--- config.mk ---
export PLATFORM = sky130hd
export DESIGN_NAME = cam_arbiter_flat
export DESIGN_NICKNAME = d
export VERILOG_FILES = /design/src/rtl/cam_arbiter_pkg.sv /design/src/rtl/cam_arbiter_if.sv /design/src/rtl/cam_arbiter_rr_arbiter.sv /design/src/rtl/cam_arbiter.sv /design/src/flat_wrapper.sv
export SDC_FILE = /design/constraint.sdc
export NUM_CORES = 1
export LEC_CHECK = 0
export CAP_MARGIN = 20
export CELL_PAD_IN_SITES_DETAIL_PLACEMENT = 0
export CELL_PAD_IN_SITES_GLOBAL_PLACEMENT = 1
export CORE_ASPECT_RATIO = 0.9
export CORE_MARGIN = 8
export CORE_UTILIZATION = 29
export DETAILED_ROUTE_END_ITERATION = 7
export HOLD_SLACK_MARGIN = 0.06
export PLACE_DENSITY_LB_ADDON = 0.3
export SYNTH_ARGS = -nofsm -noshare
export SYNTH_HDL_FRONTEND = slang
export SYNTH_SLANG_ARGS = --single-unit
export TNS_END_PERCENT = 10
--- constraint.sdc ---
create_clock -name clk -period 7.9 [get_ports clk]
set_input_delay 1.975 -clock clk [delete_from_list [all_inputs] [get_ports clk]]
set_output_delay 1.975 -clock clk [all_outputs]
set_load 0.05 [all_outputs]
--- src/rtl/cam_arbiter_pkg.sv ---
// Shared CAM types plus the arbiter's op and state encodings.
package cam_types_pkg;
   localparam int NUM_REQ_DFLT = 4;
   localparam int CAM_KEY_W    = 16;
   localparam int CAM_VAL_W    = 16;

   typedef logic [CAM_KEY_W-1:0] key_t;
   typedef logic [CAM_VAL_W-1:0] val_t;

   typedef enum logic {
      CAM_READ  = 1'b0,
      CAM_WRITE = 1'b1
   } cam_op_e;

   typedef enum logic [1:0] {
      IDLE,
      ISSUE,
      WAIT,
      RESP
   } arb_state_e;
endpackage

--- src/rtl/cam_arbiter_if.sv ---
// Requester-side request/response bundle: per-requester valid/ready request, one-hot response pulse.
interface cam_arbiter_if #(
   parameter int NUM_REQ = 4,
   parameter int KEY_W   = 16,
   parameter int VAL_W   = 16
);
   logic [NUM_REQ-1:0]       req_valid_i;
   logic [NUM_REQ-1:0]       req_ready_o;
   logic [NUM_REQ-1:0]       req_rw_i;
   logic [NUM_REQ*KEY_W-1:0] req_key_i;
   logic [NUM_REQ*VAL_W-1:0] req_val_i;
   logic [NUM_REQ-1:0]       resp_valid_o;
   logic                     resp_hit_o;
   logic [VAL_W-1:0]         resp_val_o;

   modport master (
      output req_valid_i, req_rw_i, req_key_i, req_val_i,
      input  req_ready_o, resp_valid_o, resp_hit_o, resp_val_o
   );

   modport slave (
      input  req_valid_i, req_rw_i, req_key_i, req_val_i,
      output req_ready_o, resp_valid_o, resp_hit_o, resp_val_o
   );
endinterface

--- src/rtl/cam_arbiter_rr_arbiter.sv ---
// Round-robin select: grants the first requester at or after the pointer, combinationally.
// Pointer moves to one past the winner only when a grant is taken (i_en with a valid request).
module rr_arbiter
   import cam_types_pkg::*;
#(
   parameter int NUM_REQ = NUM_REQ_DFLT,
   parameter int IDX_W   = $clog2(NUM_REQ)
) (
   input  logic               clk,
   input  logic               rst,
   input  logic [NUM_REQ-1:0] i_req,
   input  logic               i_en,
   output logic [NUM_REQ-1:0] o_gnt,
   output logic [IDX_W-1:0]   o_idx,
   output logic               o_any
);
   logic [IDX_W-1:0] r_ptr;
   logic [IDX_W:0]   w_c;
   logic             w_found;
   logic [IDX_W-1:0] w_idx;

   // Scan from farthest to nearest so the nearest valid requester wins.
   always_comb begin
      w_found = 1'b0;
      w_idx   = '0;
      w_c     = '0;
      for (int k = NUM_REQ - 1; k >= 0; k--) begin
         w_c = {1'b0, r_ptr} + (IDX_W+1)'(k);
         if (w_c >= (IDX_W+1)'(NUM_REQ))
            w_c = w_c - (IDX_W+1)'(NUM_REQ);
         if (i_req[w_c[IDX_W-1:0]]) begin
            w_found = 1'b1;
            w_idx   = w_c[IDX_W-1:0];
         end
      end
   end

   always_comb begin
      o_gnt = '0;
      if (i_en && w_found)
         o_gnt[w_idx] = 1'b1;
   end

   assign o_idx = w_idx;
   assign o_any = i_en && w_found;

   always_ff @(posedge clk or posedge rst) begin
      if (rst)
         r_ptr <= '0;
      else if (o_any)
         r_ptr <= (w_idx == IDX_W'(NUM_REQ - 1)) ? '0 : w_idx + 1'b1;
   end
endmodule

--- src/rtl/cam_arbiter.sv ---
// Round-robin sharing of a single-ported CAM; one op in flight, one-cycle one-hot response pulse.
// Read latency 3+CAM_LAT-1 cycles grant-to-response, write 2; ready only in IDLE, responses unthrottled.
module cam_arbiter
   import cam_types_pkg::*;
#(
   parameter int NUM_REQ = NUM_REQ_DFLT,
   parameter int KEY_W   = CAM_KEY_W,
   parameter int VAL_W   = CAM_VAL_W,
   parameter int CAM_LAT = 1
) (
   input  logic             clk,
   input  logic             rst,
   cam_arbiter_if.slave     req_if,
   output logic             cam_valid_o,
   output logic             cam_rw_o,
   output logic [KEY_W-1:0] cam_key_o,
   output logic [VAL_W-1:0] cam_val_o,
   input  logic [VAL_W-1:0] cam_rdata_i,
   input  logic             cam_hit_i,
   output logic             busy_o
);
   localparam int IDX_W = $clog2(NUM_REQ);
   localparam int CNT_W = $clog2(CAM_LAT) + 1;

   arb_state_e       r_state;
   logic [IDX_W-1:0] r_owner;
   cam_op_e          r_op;
   logic [KEY_W-1:0] r_key;
   logic [VAL_W-1:0] r_val;
   logic [CNT_W-1:0] r_cnt;
   logic             r_hit;
   logic [VAL_W-1:0] r_rdata;

   logic               w_en;
   logic               w_any;
   logic               w_issue;
   logic [NUM_REQ-1:0] w_gnt;
   logic [IDX_W-1:0]   w_idx;
   logic               w_rw;
   logic [KEY_W-1:0]   w_key;
   logic [VAL_W-1:0]   w_val;

   assign w_en = (r_state == IDLE) && !rst;

   rr_arbiter #(.NUM_REQ(NUM_REQ), .IDX_W(IDX_W)) u_rr (
      .clk   (clk),
      .rst   (rst),
      .i_req (req_if.req_valid_i),
      .i_en  (w_en),
      .o_gnt (w_gnt),
      .o_idx (w_idx),
      .o_any (w_any)
   );

   assign req_if.req_ready_o = w_gnt;

   always_comb begin
      w_rw  = 1'b0;
      w_key = '0;
      w_val = '0;
      for (int i = 0; i < NUM_REQ; i++) begin
         if (w_gnt[i]) begin
            w_rw  = req_if.req_rw_i[i];
            w_key = req_if.req_key_i[i*KEY_W +: KEY_W];
            w_val = req_if.req_val_i[i*VAL_W +: VAL_W];
         end
      end
   end

   always_ff @(posedge clk or posedge rst) begin
      if (rst) begin
         r_state <= IDLE;
         r_owner <= '0;
         r_op    <= CAM_READ;
         r_key   <= '0;
         r_val   <= '0;
         r_cnt   <= '0;
         r_hit   <= 1'b0;
         r_rdata <= '0;
      end else begin
         case (r_state)
            IDLE: begin
               if (w_any) begin
                  r_owner <= w_idx;
                  r_op    <= cam_op_e'(w_rw);
                  r_key   <= w_key;
                  r_val   <= w_val;
                  r_state <= ISSUE;
               end
            end
            ISSUE: begin
               // Writes answer with hit=0/data=0, so clear the capture regs up front.
               r_hit   <= 1'b0;
               r_rdata <= '0;
               r_cnt   <= CNT_W'(CAM_LAT - 1);
               r_state <= (r_op == CAM_WRITE) ? RESP : WAIT;
            end
            WAIT: begin
               if (r_cnt == '0) begin
                  r_hit   <= cam_hit_i;
                  r_rdata <= cam_hit_i ? cam_rdata_i : '0;
                  r_state <= RESP;
               end else begin
                  r_cnt <= r_cnt - 1'b1;
               end
            end
            RESP:    r_state <= IDLE;
            default: r_state <= IDLE;
         endcase
      end
   end

   assign w_issue     = (r_state == ISSUE);
   assign cam_valid_o = w_issue;
   assign cam_rw_o    = w_issue && (r_op == CAM_WRITE);
   assign cam_key_o   = w_issue ? r_key : '0;
   assign cam_val_o   = w_issue ? r_val : '0;
   assign busy_o      = (r_state != IDLE);

   always_comb begin
      req_if.resp_valid_o = '0;
      if (r_state == RESP)
         req_if.resp_valid_o[r_owner] = 1'b1;
   end

   assign req_if.resp_hit_o = (r_state == RESP) && r_hit;
   assign req_if.resp_val_o = (r_state == RESP) ? r_rdata : '0;
endmodule

--- src/flat_wrapper.sv ---
// flat-port wrapper written by rule: the top's interface ports become plain ports
module cam_arbiter_flat import cam_types_pkg::*;
#(
   parameter int NUM_REQ = NUM_REQ_DFLT,
   parameter int KEY_W   = CAM_KEY_W,
   parameter int VAL_W   = CAM_VAL_W,
   parameter int CAM_LAT = 1
)
  (clk, rst, cam_valid_o, cam_rw_o, cam_key_o, cam_val_o, cam_rdata_i, cam_hit_i, busy_o, req_if_req_valid_i, req_if_req_rw_i, req_if_req_key_i, req_if_req_val_i, req_if_req_ready_o, req_if_resp_valid_o, req_if_resp_hit_o, req_if_resp_val_o);
  cam_arbiter_if #(.NUM_REQ(NUM_REQ), .KEY_W(KEY_W), .VAL_W(VAL_W)) req_if_i ();
  input  logic clk;
  input  logic rst;
  output logic cam_valid_o;
  output logic cam_rw_o;
  output logic [KEY_W-1:0] cam_key_o;
  output logic [VAL_W-1:0] cam_val_o;
  input  logic [VAL_W-1:0] cam_rdata_i;
  input  logic cam_hit_i;
  output logic busy_o;
  input wire logic [$bits(req_if_i.req_valid_i)-1:0] req_if_req_valid_i;
  input wire logic [$bits(req_if_i.req_rw_i)-1:0] req_if_req_rw_i;
  input wire logic [$bits(req_if_i.req_key_i)-1:0] req_if_req_key_i;
  input wire logic [$bits(req_if_i.req_val_i)-1:0] req_if_req_val_i;
  output wire logic [$bits(req_if_i.req_ready_o)-1:0] req_if_req_ready_o;
  output wire logic [$bits(req_if_i.resp_valid_o)-1:0] req_if_resp_valid_o;
  output wire logic [$bits(req_if_i.resp_hit_o)-1:0] req_if_resp_hit_o;
  output wire logic [$bits(req_if_i.resp_val_o)-1:0] req_if_resp_val_o;
  assign req_if_i.req_valid_i = req_if_req_valid_i;
  assign req_if_i.req_rw_i = req_if_req_rw_i;
  assign req_if_i.req_key_i = req_if_req_key_i;
  assign req_if_i.req_val_i = req_if_req_val_i;
  assign req_if_req_ready_o = req_if_i.req_ready_o;
  assign req_if_resp_valid_o = req_if_i.resp_valid_o;
  assign req_if_resp_hit_o = req_if_i.resp_hit_o;
  assign req_if_resp_val_o = req_if_i.resp_val_o;
  cam_arbiter #(.NUM_REQ(NUM_REQ), .KEY_W(KEY_W), .VAL_W(VAL_W), .CAM_LAT(CAM_LAT)) u_core (.clk(clk), .rst(rst), .req_if(req_if_i), .cam_valid_o(cam_valid_o), .cam_rw_o(cam_rw_o), .cam_key_o(cam_key_o), .cam_val_o(cam_val_o), .cam_rdata_i(cam_rdata_i), .cam_hit_i(cam_hit_i), .busy_o(busy_o));
endmodule
## Yosys cells after proc, flatten, opt, wreduce, memory -nomap -nowiden

Cells that the tools add are included.

| word-level totals | value |
|---|---|
| bits in registers | 57 |
| bits in latches | 0 |
| bits in writable memories | 0 |
| memory bits (read-only) | 0 |
| input bits | 155 |
| output and inout bits | 60 |
| word-level logic and storage cells | 102 |
| memories kept | 0 |

| operators by class | value |
|---|---|
| add/sub/neg operators | 9 |
| $mul | 0 |
| div/mod/pow operators | 0 |
| magnitude comparators | 12 |
| equality and inequality tests | 6 |
| shift operators | 0 |
| multiplexer cells | 53 |
| bitwise logic cells | 0 |
| reduce and logical (&&, ||, !) cells | 13 |

Operators with widths:

| cell | count |
|---|---|
| $mux 16 | 13 |
| $pmux 16 s2 | 1 |
| $mux 2 | 11 |
| $lt 2x3->1 const B | 6 |
| $mux 1 | 17 |
| $ge 3x3->1 const B | 3 |
| $bmux 1 s2 | 4 |
| $mux 4 | 2 |
| $pmux 2 s4 | 1 |
| $sub 2x1->2 const B | 4 |
| $add 2x2->3 const B | 2 |
| $eq 2x2->1 const B | 3 |
| $logic_and 1x1->1 | 6 |
| $reduce_and 2->1 | 3 |
| $demux 1 s2 | 2 |
| $ge 2x1->1 const B | 2 |
| $ne 2x2->1 const B | 2 |
| $pmux 1 s2 | 2 |
| $reduce_bool 2->1 | 2 |
| $add 2x1->3 const B | 1 |
| $ge 2x3->1 const B | 1 |
| $add 2x1->2 const B | 1 |
| $eq 2x1->1 const B | 1 |
| $logic_not 2->1 | 1 |
| other kinds (2) | 2 |

## Depth between registers and ports, before layout

Gate-level depths: netlist of run 1.

| depth | value |
|---|---|
| word-level depth | 18 |
| mapped depth | 12 |
| mapped depth without buffers | 9 |

## Modules after synthesis

A second synthesis of run 1 with hierarchy kept.

| second synthesis, totals | value |
|---|---|
| cells, all modules | 379 |
| area, all modules | 3699.8 µm² |

Modules (own cells, without submodules):

| module | instances | cells each | area an instance (µm²) | sequential area each (µm²) |
|---|---|---|---|---|
| cam_arbiter | 1 | 354 | 3439.5 | 1351.3 |
| rr_arbiter | 1 | 25 | 260.2 | 50.0 |

## Least setup slack after synthesis of run 1

Ideal clock, no wire load.

| path | value |
|---|---|
| kind | in2out |
| start point | input req_if_req_valid_i[2] |
| end point | output req_if_req_ready_o[3] |
| arrival time | 4.639 ns |
| required time | 5.925 ns |
| setup slack | 1.286 ns |
| cell stages on the path | 8 |
| buffers on the path | 2 |
| path through | mux2i_1 -> nor2_1 -> nor3_1 -> ha_1 -> buf_2 -> inv_2 -> clkbuf_1 -> nor4_1 |

| between the ends | value |
|---|---|
| longest elaborated chain between the ends | 11 |
| elaborated cells on any way between the ends | 23 |

Ends and longest elaborated chain:

| what | RTL line | RTL |
|---|---|---|
| from (decl) | flat_wrapper.sv:20 | `input wire logic [$bits(req_if_i.req_valid_i)-1:0] req_if_req_valid_i;` |
| $bmux 1 s2 | cam_arbiter_rr_arbiter.sv:31 | `if (i_req[w_c[IDX_W-1:0]]) begin` |
| $mux 1 (implied by the code) | cam_arbiter_rr_arbiter.sv:31 |  |
| $mux 2 (3 in series) | cam_arbiter_rr_arbiter.sv:31 |  |
| $mux 2 * | cam_arbiter_rr_arbiter.sv:31 |  |
| via u_core.u_rr.o_idx[0] | cam_arbiter_rr_arbiter.sv:14 | `output logic [IDX_W-1:0] o_idx,` |
| $lt 2x3->1 (implied by the code) / $ge 2x1->1 (equally long branches) | cam_arbiter_rr_arbiter.sv:41 | `o_gnt[w_idx] = 1'b1;` |
| $logic_and 1x1->1 (implied by the code) | cam_arbiter_rr_arbiter.sv:41 |  |
| $mux 1 (implied by the code) | cam_arbiter_rr_arbiter.sv:41 |  |
| $demux 1 s2 * | cam_arbiter_rr_arbiter.sv:41 |  |
| $mux 4 * | cam_arbiter_rr_arbiter.sv:40 | `if (i_en && w_found)` |
| to (decl) | flat_wrapper.sv:24 | `output wire logic [$bits(req_if_i.req_ready_o)-1:0] req_if_req_ready_o;` |

Mark *: on every way through the listed nets, which the timed path passes. The rest lies on a longest branch. The select of a mux whose other input is x is not followed.

## Worst setup path in the final report of run 1

| path | value |
|---|---|
| start point | input req_if_req_valid_i[0] |
| end point | output req_if_req_ready_o[1] |

Same word-level chain as after synthesis.

==> results of run 1 <==
## stage by stage
stage | std cells | hold slack [ns] | power, W
global placement | 760 | 0.462 | 0.00187
detailed placement | 761 | 0.466 | 0.00190
floorplan | 414 | 0.446 | 0.00147
global route | 769 | 0.489 | 0.00226
finish | 769 | 0.477 | 0.00210
CTS | 769 | 0.483 | 0.00214
## layer usage
| layer | wire length (um) | share of wire (%) | GRT usage [%] | vias up |
|---|---|---|---|---|
| met4 | 76 | 0.56 | 2.03 | 0 |
| met5 | 0 | 0 | 0 | - |
| met1 | 5470 | 40 | 17.7 | 1719 |
| met3 | 1410 | 10 | 6.86 | 6 |
| met2 | 6630 | 49 | 28.4 | 153 |
| li1 | - | - | - | 1855 |
## flip-flops by register name (all words and copies together), names as in the netlist
name,count
u_core.r_owner,2
u_core.r_hit,1
u_core.r_state,2
u_core.r_rdata,16
u_core.r_key,16
u_core.r_op,1
u_core.r_val,16
u_core.u_rr.r_ptr,2
## power breakdown
group | switching (W) | internal, W | leakage (nW)
Combinational | 0.000852 | 0.000539 | 1.61
Sequential | 0.0000680 | 0.000418 | 0.676
Clock | 0.000100 | 0.000125 | 0.0766
Total | 0.00102 | 0.00108 | 2.36
## critical path: cells and delay by family
family | cells | cell delay [ns]
adders and majority gates | 1 | 0.23
buffers and inverters | 3 | 1.56
muxes | 1 | 0.17
and+or+nand+nor | 3 | 0.70
## layout make-up
| type | instances | share of cell area, % |
|---|---|---|
| clock buffer | 6 | 2.30 |
| clock inverter | 2 | 0.166 |
| inverter | 10 | 0.622 |
| multi-input combinational | 310 | 33.5 |
| sequential | 56 | 23.2 |
| tap | 164 | 3.40 |
| timing repair buffer | 221 | 36.8 |
## Yosys cell counts, types with 8 or more instances
| cell type | instances | area [um2] |
|---|---|---|
| a221o_1 | 33 | 330 |
| a22o_1 | 16 | 140 |
| a31oi_1 | 33 | 206 |
| and2_1 | 53 | 332 |
| buf_2 | 9 | 45.0 |
| clkbuf_1 | 16 | 60.1 |
| dfrtp_1 | 56 | 1400 |
| ha_1 | 9 | 113 |
| inv_1 | 8 | 30.0 |
| nand2_1 | 18 | 67.6 |
| nand2b_1 | 33 | 206 |
| nand3_1 | 32 | 160 |
| nor2_1 | 37 | 139 |
| o21ai_0 | 16 | 80.1 |
## logic make-up (layout without fill, tap and decap cells)
| family | count (synthesis) | after routing | share of synthesized area [%] |
|---|---|---|---|
| and+or+nand+nor | 186 | 186 | 27.9 |
| AOI/OAI and AO/OA | 111 | 111 | 22.5 |
| DFF | 56 | 56 | 38.0 |
| buffers and inverters | 48 | 239 | 7.37 |
| adders and majority gates | 9 | 9 | 3.06 |
| muxes | 4 | 4 | 1.15 |
## how the worst min path moves through the flow
stage / to / slack (ns)
global placement: u_core.r_hit / 0.46
CTS: u_core.r_hit / 0.48
global route: u_core.r_hit / 0.49
finish: u_core.r_hit / 0.48
floorplan: u_core.r_hit / 0.45
detailed placement: u_core.r_hit / 0.47
==> results.toml, run 1 <==
[run_status]
status = "finished clean"

[drt]
num_vias = 3733
drt_iter0_drc = 162
postRouteAntennaNets = 0
drcViolationCount = 0
wl_um = 13600
dr.pass1.iters = 5
post_drt_via_cell_ratio = 4.85
routedWlPerCell_um = 17.7

[die]
io_pins = 215
die_h_um = 123
fp-row-count = 39
dieArea_um2 = 16600
start_util_pct = 29.4
die_x_um = 135
core_um2 = 12500

[place]
io_buffer_count = 214
dpl_cell_area_um2 = 5890
finalWeightedCongestion = 0.799
dpl.hpwl_um = 10500
pre_cts_slack_ns = 1.29

[grt]
grt-ovfl-total = 0
antenna_found_initial = 0
first_global_vias = 4090
grtUsageTotal_pct = 15.9
grt_pass1_wl_um = 21300
grt_max_degree = 68

[synth]
syn_nets = 578
synth.distinct_cells = 37
synth_async_sr_flop_share_pct = 100
synth_ff_type = "dfrtp_1"
ys_ff_latch = 56
syn_inst = 414
ys.warnings.count = 0
netlist_area_um2 = 3690
seq_area_frac_synth_pct = 38.0
avgSynthCellArea_um2 = 8.90
synth_edf_count = 0

[power]
ir_worst_vdd_uv = 126
p_per_area_nw_per_um2 = 348
p_leak_nw = 2.36

[setup_path]
critPathArrivalTime_ns = 4.64
r2r_end = "u_core.r_val[6]"
max_stage_delay_ns = 0.80
reg2reg_depth = 10
cp_slowest_cell = "clkdlybuf4s50_1"
r2r_setup_slack_ns = 4.92
worstPathMaxFanout = 18
cp_common_cell = "clkdlybuf4s50_1"
critPathRequiredTime_ns = 5.93
r2r-start = "u_core.u_rr.r_ptr[1]"
worstSetupPathType = "primary input to output port"
path_cells = "clkdlybuf4s50_1, mux2i_1, nor2_1, nor3_1, ha_1, buf_4, and2_1, clkdlybuf4s50_1"
endpoint = "req_if_req_ready_o[1]"
cp-start-kind = "primary input"
crit_path_start = "req_if_req_valid_i[0]"
cp-end-kind = "output port"

[sta]
max_freq_mhz = 151
worstMarginPinSlew_ns = 0.751
fin_ws_ns = 1.29
finalHoldViolCount = 0
rsz0062_at_grt = "false"
final_max_slew_viol_count = 0
min_period_ns = 6.61
setup_viol = 0
finalSetupTns_ns = 0
timing.final.crit_share_pct = 83.7
slew-limit-headroom_pct = 49.9
finClkSkew_ns = 0.00970

[clock_tree]
clk_pin_slew_ns = 0.07
clock_latency_ns = 0.29
cts_tree = "built"
cts_htree_levels = 2
clockBufferDepth = 2
ctsRootBufferMaster = "clkbuf_16"
cts.sinks = 56
cts_buffers = 5
cts_setup_buffers = 0
hold_buffers = 0
cts_resized = 0

[layout]
area_delta_synth_final_pct = 63.8
fillers = 1211
drive_above_1_share_pct = 4.46
final_common_cell = "clkdlybuf4s50_1"
multi_input_area_um2 = 2020
nets = 768
mostFrequentLayoutCells = "213 x clkdlybuf4s50_1, 56 x dfrtp_1, 53 x and2_1"
num_antenna_cells = 0
regArea_um2 = 1400
final_cell_area_um2 = 6040
post-route-util_pct = 48.2

[worst_hold_path]
hold_depth = 1
min-delay-start = "u_core.r_hit"
hp-class = "register to register"

[job]
maxCapViolCount = 0
Note: power is estimated with default switching activity, not from simulation.
==> run 2, diff against run 1 <==
Settings changed: CORE_UTILIZATION 29 to 27.
Clock period 7.9 ns to 6.9 ns, I/O delays scaled along.
==> results.toml, run 2 (same netlist as run 1, synthesis figures left out) <==
[run_status]
status = "finished clean"

[sta]
finalSetupTns_ns = 0
worstMarginPinSlew_ns = 0.706
rsz0062_at_grt = "false"
finClkSkew_ns = 0.0125
setup_viol = 0
slew-limit-headroom_pct = 53.0
finalHoldViolCount = 0
timing.final.crit_share_pct = 84.7
min_period_ns = 5.84
final_max_slew_viol_count = 0
max_freq_mhz = 171
hold_ws_ns = 0.479
fin_ws_ns = 1.06

[setup_path]
critPathRequiredTime_ns = 5.18
endpoint = "req_if_req_ready_o[0]"
reg2reg_depth = 11
r2r_setup_slack_ns = 4.10
cp-end-kind = "output port"
path_cells = "clkdlybuf4s50_1, a21oi_1, o21a_1, o22ai_1, ha_1, and2_1, clkdlybuf4s50_1"
r2r_end = "u_core.r_key[10]"
r2r-start = "u_core.u_rr.r_ptr[1]"
max_stage_delay_ns = 0.81
cp_slowest_cell = "clkdlybuf4s50_1"
crit_family = "buffers and inverters"
worstSetupPathType = "primary input to output port"
cp_common_cell = "clkdlybuf4s50_1"
cp_num_cells = 7
critPathArrivalTime_ns = 4.12
cp-start-kind = "primary input"
critical_path_buf_inv_count = 2
worstPathMaxFanout = 5
crit_path_start = "req_if_req_valid_i[0]"

[layout]
final_common_cell = "clkdlybuf4s50_1"
area_delta_synth_final_pct = 63.6
drive_above_1_share_pct = 4.79
num_antenna_cells = 0
nets = 769
stdcell_count = 774
mostFrequentLayoutCells = "212 x clkdlybuf4s50_1, 56 x dfrtp_1, 53 x and2_1"
reg.largest.list = "u_core.r_key x16, u_core.r_rdata x16, u_core.r_val x16"

[clock_tree]
cts_setup_buffers = 0
clock_latency_ns = 0.30
clockBufferDepth = 2
cts_tree = "built"
cts_htree_levels = 2
hold_buffers = 0
cts_buffers = 5
ctsRootBufferMaster = "clkbuf_16"
cts_resized = 0
clk_pin_slew_ns = 0.08
cts.sinks = 56

[place]
pre_cts_slack_ns = 1.05
finalWeightedCongestion = 0.745
dp_cells = 766
io_buffer_count = 214
dpl.hpwl_um = 10700

[grt]
grt-ovfl-total = 0
grt_max_degree = 68
grtUsageTotal_pct = 16.1
antenna_found_initial = 1
first_global_vias = 4117
grt_pass1_wl_um = 22800

[die]
fp-row-count = 40
die_h_um = 127
dieArea_um2 = 17700
io_pins = 215
start_util_pct = 27.6
die_x_um = 139
core_um2 = 13400

[drt]
wl_um = 14200
post_drt_via_cell_ratio = 4.90
num_vias = 3796
drt_iter0_drc = 115
drcViolationCount = 0
routedWlPerCell_um = 18.4
postRouteAntennaNets = 0
dr.pass1.iters = 4

[power]
p_int_w = 0.00122
ir_worst_vdd_uv = 151
switching_share_pct = 49.4
p_comb_share_pct = 65.9
seq_power_share_pct = 23.0
p_per_area_nw_per_um2 = 400
p_leak_nw = 2.35
power_frac_clock_pct = 11.1
switchingPower_w = 0.00119

[job]
maxCapViolCount = 0

[worst_hold_path]
hp-class = "register to register"
-- run 2: final cells by class --
type,instances,area (um2)
well taps,168,210
clock buffers,5,125
clock inverters,3,26.3
fillers,1318,7330
repair buffers,222,2210
flip-flops and latches,56,1400
multi-input cells,310,2020
inverters,10,37.5
-- run 2: per-layer routing --
metal  track usage (%)  share of wire [%]
met1              18.9                 43
met2              27.4                 47
met3              6.52                9.1
met4              2.64               0.84
met5                 0              0.063
-- run 2: worst min-delay path by stage --
| stage | startpoint | endpoint | slack [ns] | depth (start not counted) |
|---|---|---|---|---|
| 6_report | u_core.r_hit | u_core.r_hit | 0.48 | 1 |
| 5_1_grt | u_core.r_hit | u_core.r_hit | 0.51 | 1 |
| 4_1_cts | u_core.r_hit | u_core.r_hit | 0.48 | 1 |
| 3_5_place_dp | u_core.r_hit | u_core.r_hit | 0.46 | 1 |
| 3_3_place_gp | u_core.r_hit | u_core.r_hit | 0.45 | 1 |
| 2_1_floorplan | u_core.r_hit | u_core.r_hit | 0.45 | 1 |
-- run 2: metrics by stage --
step                power [W]  instance area [um2]  utilization [%]
finish                0.00241                 6030             45.1
global route          0.00259                 6030             45.1
CTS                   0.00246                 6030             45.1
detailed placement    0.00218                 5880             44.0
global placement      0.00215                 5880             44.0
floorplan             0.00168                 3690                -
-- run 2: worst reg2reg max path, stage by stage (launching register included) --
cell	delay (ns)
dfrtp_1	0.46
mux2i_1	0.25
nor2_1	0.06
nor3_1	0.21
buf_4	0.17
inv_1	0.06
ha_2	0.19
buf_4	0.32
nor2b_4	0.50
a221o_1	0.25
o21ai_0	0.09
a31oi_1	0.18
-- run 2: power groups by stage --
stage / Sequential (W) / Clock (W) / Combinational [W]
after global placement: 0.000554 / 0 / 0.00160
after detailed placement: 0.000563 / 0 / 0.00162
after floorplan: 0.000539 / 0 / 0.00114
final: 0.000554 / 0.000269 / 0.00159
after CTS: 0.000556 / 0.000280 / 0.00162
after global routing: 0.000575 / 0.000292 / 0.00172
==> run 3, diff against run 2 <==
Settings changed: CORE_UTILIZATION 27 to 24.
Clock period 6.9 ns to 5.2 ns, I/O delays scaled along.
==> results.toml, run 3 (same netlist as run 1, synthesis figures left out) <==
[sta]
min_period_ns = 4.48
timing.final.crit_share_pct = 86.1
finClkSkew_ns = 0.00689
setup_viol = 0
hold_ws_ns = 0.482
final_max_slew_viol_count = 0
worstMarginPinSlew_ns = 0.694
max_freq_mhz = 223
finalSetupTns_ns = 0
rsz0062_at_grt = "false"
finalHoldViolCount = 0
slew-limit-headroom_pct = 53.7

[power]
p_leak_nw = 2.36
switchingPower_w = 0.00158
switching_share_pct = 49.3
power_frac_clock_pct = 10.7
seq_power_share_pct = 23.0
p_comb_share_pct = 66.2
p_int_w = 0.00162
total_power_w = 0.00320
ir_worst_vdd_uv = 163
p_per_area_nw_per_um2 = 525

[worst_hold_path]
hp-class = "register to register"
min-delay-start = "u_core.r_hit"

[clock_tree]
cts.sinks = 56
cts_tree = "built"
cts_htree_levels = 2
ctsRootBufferMaster = "clkbuf_16"
clockBufferDepth = 2
cts_buffers = 5
hold_buffers = 0
clk_pin_slew_ns = 0.08
cts_setup_buffers = 0
cts_resized = 0
clock_latency_ns = 0.30

[die]
dieArea_um2 = 19600
io_pins = 215
start_util_pct = 24.2
die_x_um = 147
die_h_um = 134
fp-row-count = 43
core_um2 = 15200

[grt]
grt-ovfl-total = 0
first_global_vias = 4139
grt_pass1_wl_um = 22900
grtUsageTotal_pct = 14.7
grt_max_degree = 68
antenna_found_initial = 0

[layout]
mostFrequentLayoutCells = "210 x clkdlybuf4s50_1, 56 x dfrtp_1, 53 x and2_1"
final_common_cell = "clkdlybuf4s50_1"
num_antenna_cells = 0
reg.largest.list = "u_core.r_key x16, u_core.r_rdata x16, u_core.r_val x16"
fillers = 1533
drive_above_1_share_pct = 5.44
area_delta_synth_final_pct = 65.3
nets = 770

[setup_path]
endpoint = "req_if_req_ready_o[3]"
path_cells = "clkdlybuf4s50_1, a21oi_1, o21a_1, o22ai_1, inv_1, ha_1, inv_2, nor4_2, buf_12"
crit_path_start = "req_if_req_valid_i[0]"
cp-start-kind = "primary input"
critPathRequiredTime_ns = 3.90
cp_slowest_cell = "clkdlybuf4s50_1"
cp-end-kind = "output port"
max_stage_delay_ns = 0.58
r2r_setup_slack_ns = 2.34
worstPathMaxFanout = 5
r2r_end = "u_core.r_key[2]"
critPathArrivalTime_ns = 3.18
r2r-start = "u_core.u_rr.r_ptr[1]"
worstSetupPathType = "primary input to output port"
reg2reg_depth = 10

[drt]
dr.pass1.iters = 4
drt_iter0_drc = 79
postRouteAntennaNets = 0
routedWlPerCell_um = 18.0
wl_um = 14600
drcViolationCount = 0
post_drt_via_cell_ratio = 4.66
num_vias = 3773

[place]
io_buffer_count = 214
finalWeightedCongestion = 0.763
dpl.hpwl_um = 11300

[run_status]
status = "finished clean"

[job]
maxCapViolCount = 0
run 3: changes by cell type in the layout (fill, tap and decap cells not counted):
cell	previous run	this run
buf_12	1	2
clkinv_4	0	1
inv_8	1	0
nor4_1	1	0
clkdlybuf4s50_1	212	210
buf_4	9	11
nor4_2	0	1
run 3: metrics by stage:
| stage | instance area [um2] | utilization, % | worst slack, ns | std cells |
|---|---|---|---|---|
| 6_report | 6090 | 40.0 | 0.724 | 809 |
| 5_1_grt | 6090 | 40.0 | 0.630 | 809 |
| 4_1_cts | 6090 | 40.0 | 0.686 | 809 |
| 3_5_place_dp | 5940 | 39.0 | 0.686 | 801 |
| 3_3_place_gp | 5940 | 39.0 | 0.741 | 801 |
| 2_1_floorplan | 3690 | - | 0.507 | 414 |
run 3: power groups by stage:
stage	Combinational, W	Sequential, W	Clock (W)
floorplan	0.00151	0.000715	0
global placement	0.00215	0.000736	0
detailed placement	0.00216	0.000748	0
CTS	0.00217	0.000739	0.000360
global route	0.00231	0.000762	0.000376
finish	0.00212	0.000737	0.000343
run 3: area by class of cell:
class / count / area (um2) / area share (%)
well taps: 202 / 253 / 4.15
repair buffers: 223 / 2220 / 36.5
clock inverters: 3 / 23.8 / 0.390
flip-flops and latches: 56 / 1400 / 23.0
multi-input cells: 310 / 2030 / 33.3
inverters: 10 / 37.5 / 0.616
clock buffers: 5 / 125 / 2.05
run 3: worst min-delay path by stage:
| stage | to | depth (start not counted) | slack [ns] |
|---|---|---|---|
| after floorplan | u_core.r_hit | 1 | 0.45 |
| after global placement | u_core.r_hit | 1 | 0.45 |
| after detailed placement | u_core.r_hit | 1 | 0.47 |
| after CTS | u_core.r_hit | 1 | 0.49 |
| after global routing | u_core.r_hit | 1 | 0.51 |
| final | u_core.r_hit | 1 | 0.48 |
run 3: worst max-delay path, delay by kind of cell:
| family | cells | cell delay, ns |
|---|---|---|
| AND/OR/NAND/NOR | 1 | 0.06 |
| buffers and inverters | 4 | 0.95 |
| AO/OA/AOI/OAI | 3 | 0.64 |
| adder cells (fa/ha/maj) | 1 | 0.24 |
run 3: routing by layer:
layer / GRT usage (%) / vias to the layer above / routed length (um)
met5: 0 / - / 0
met4: 2.74 / 0 / 132
met3: 6.14 / 11 / 1350
met2: 25.5 / 152 / 7050
met1: 16.5 / 1747 / 6040
li1: - / 1863 / -
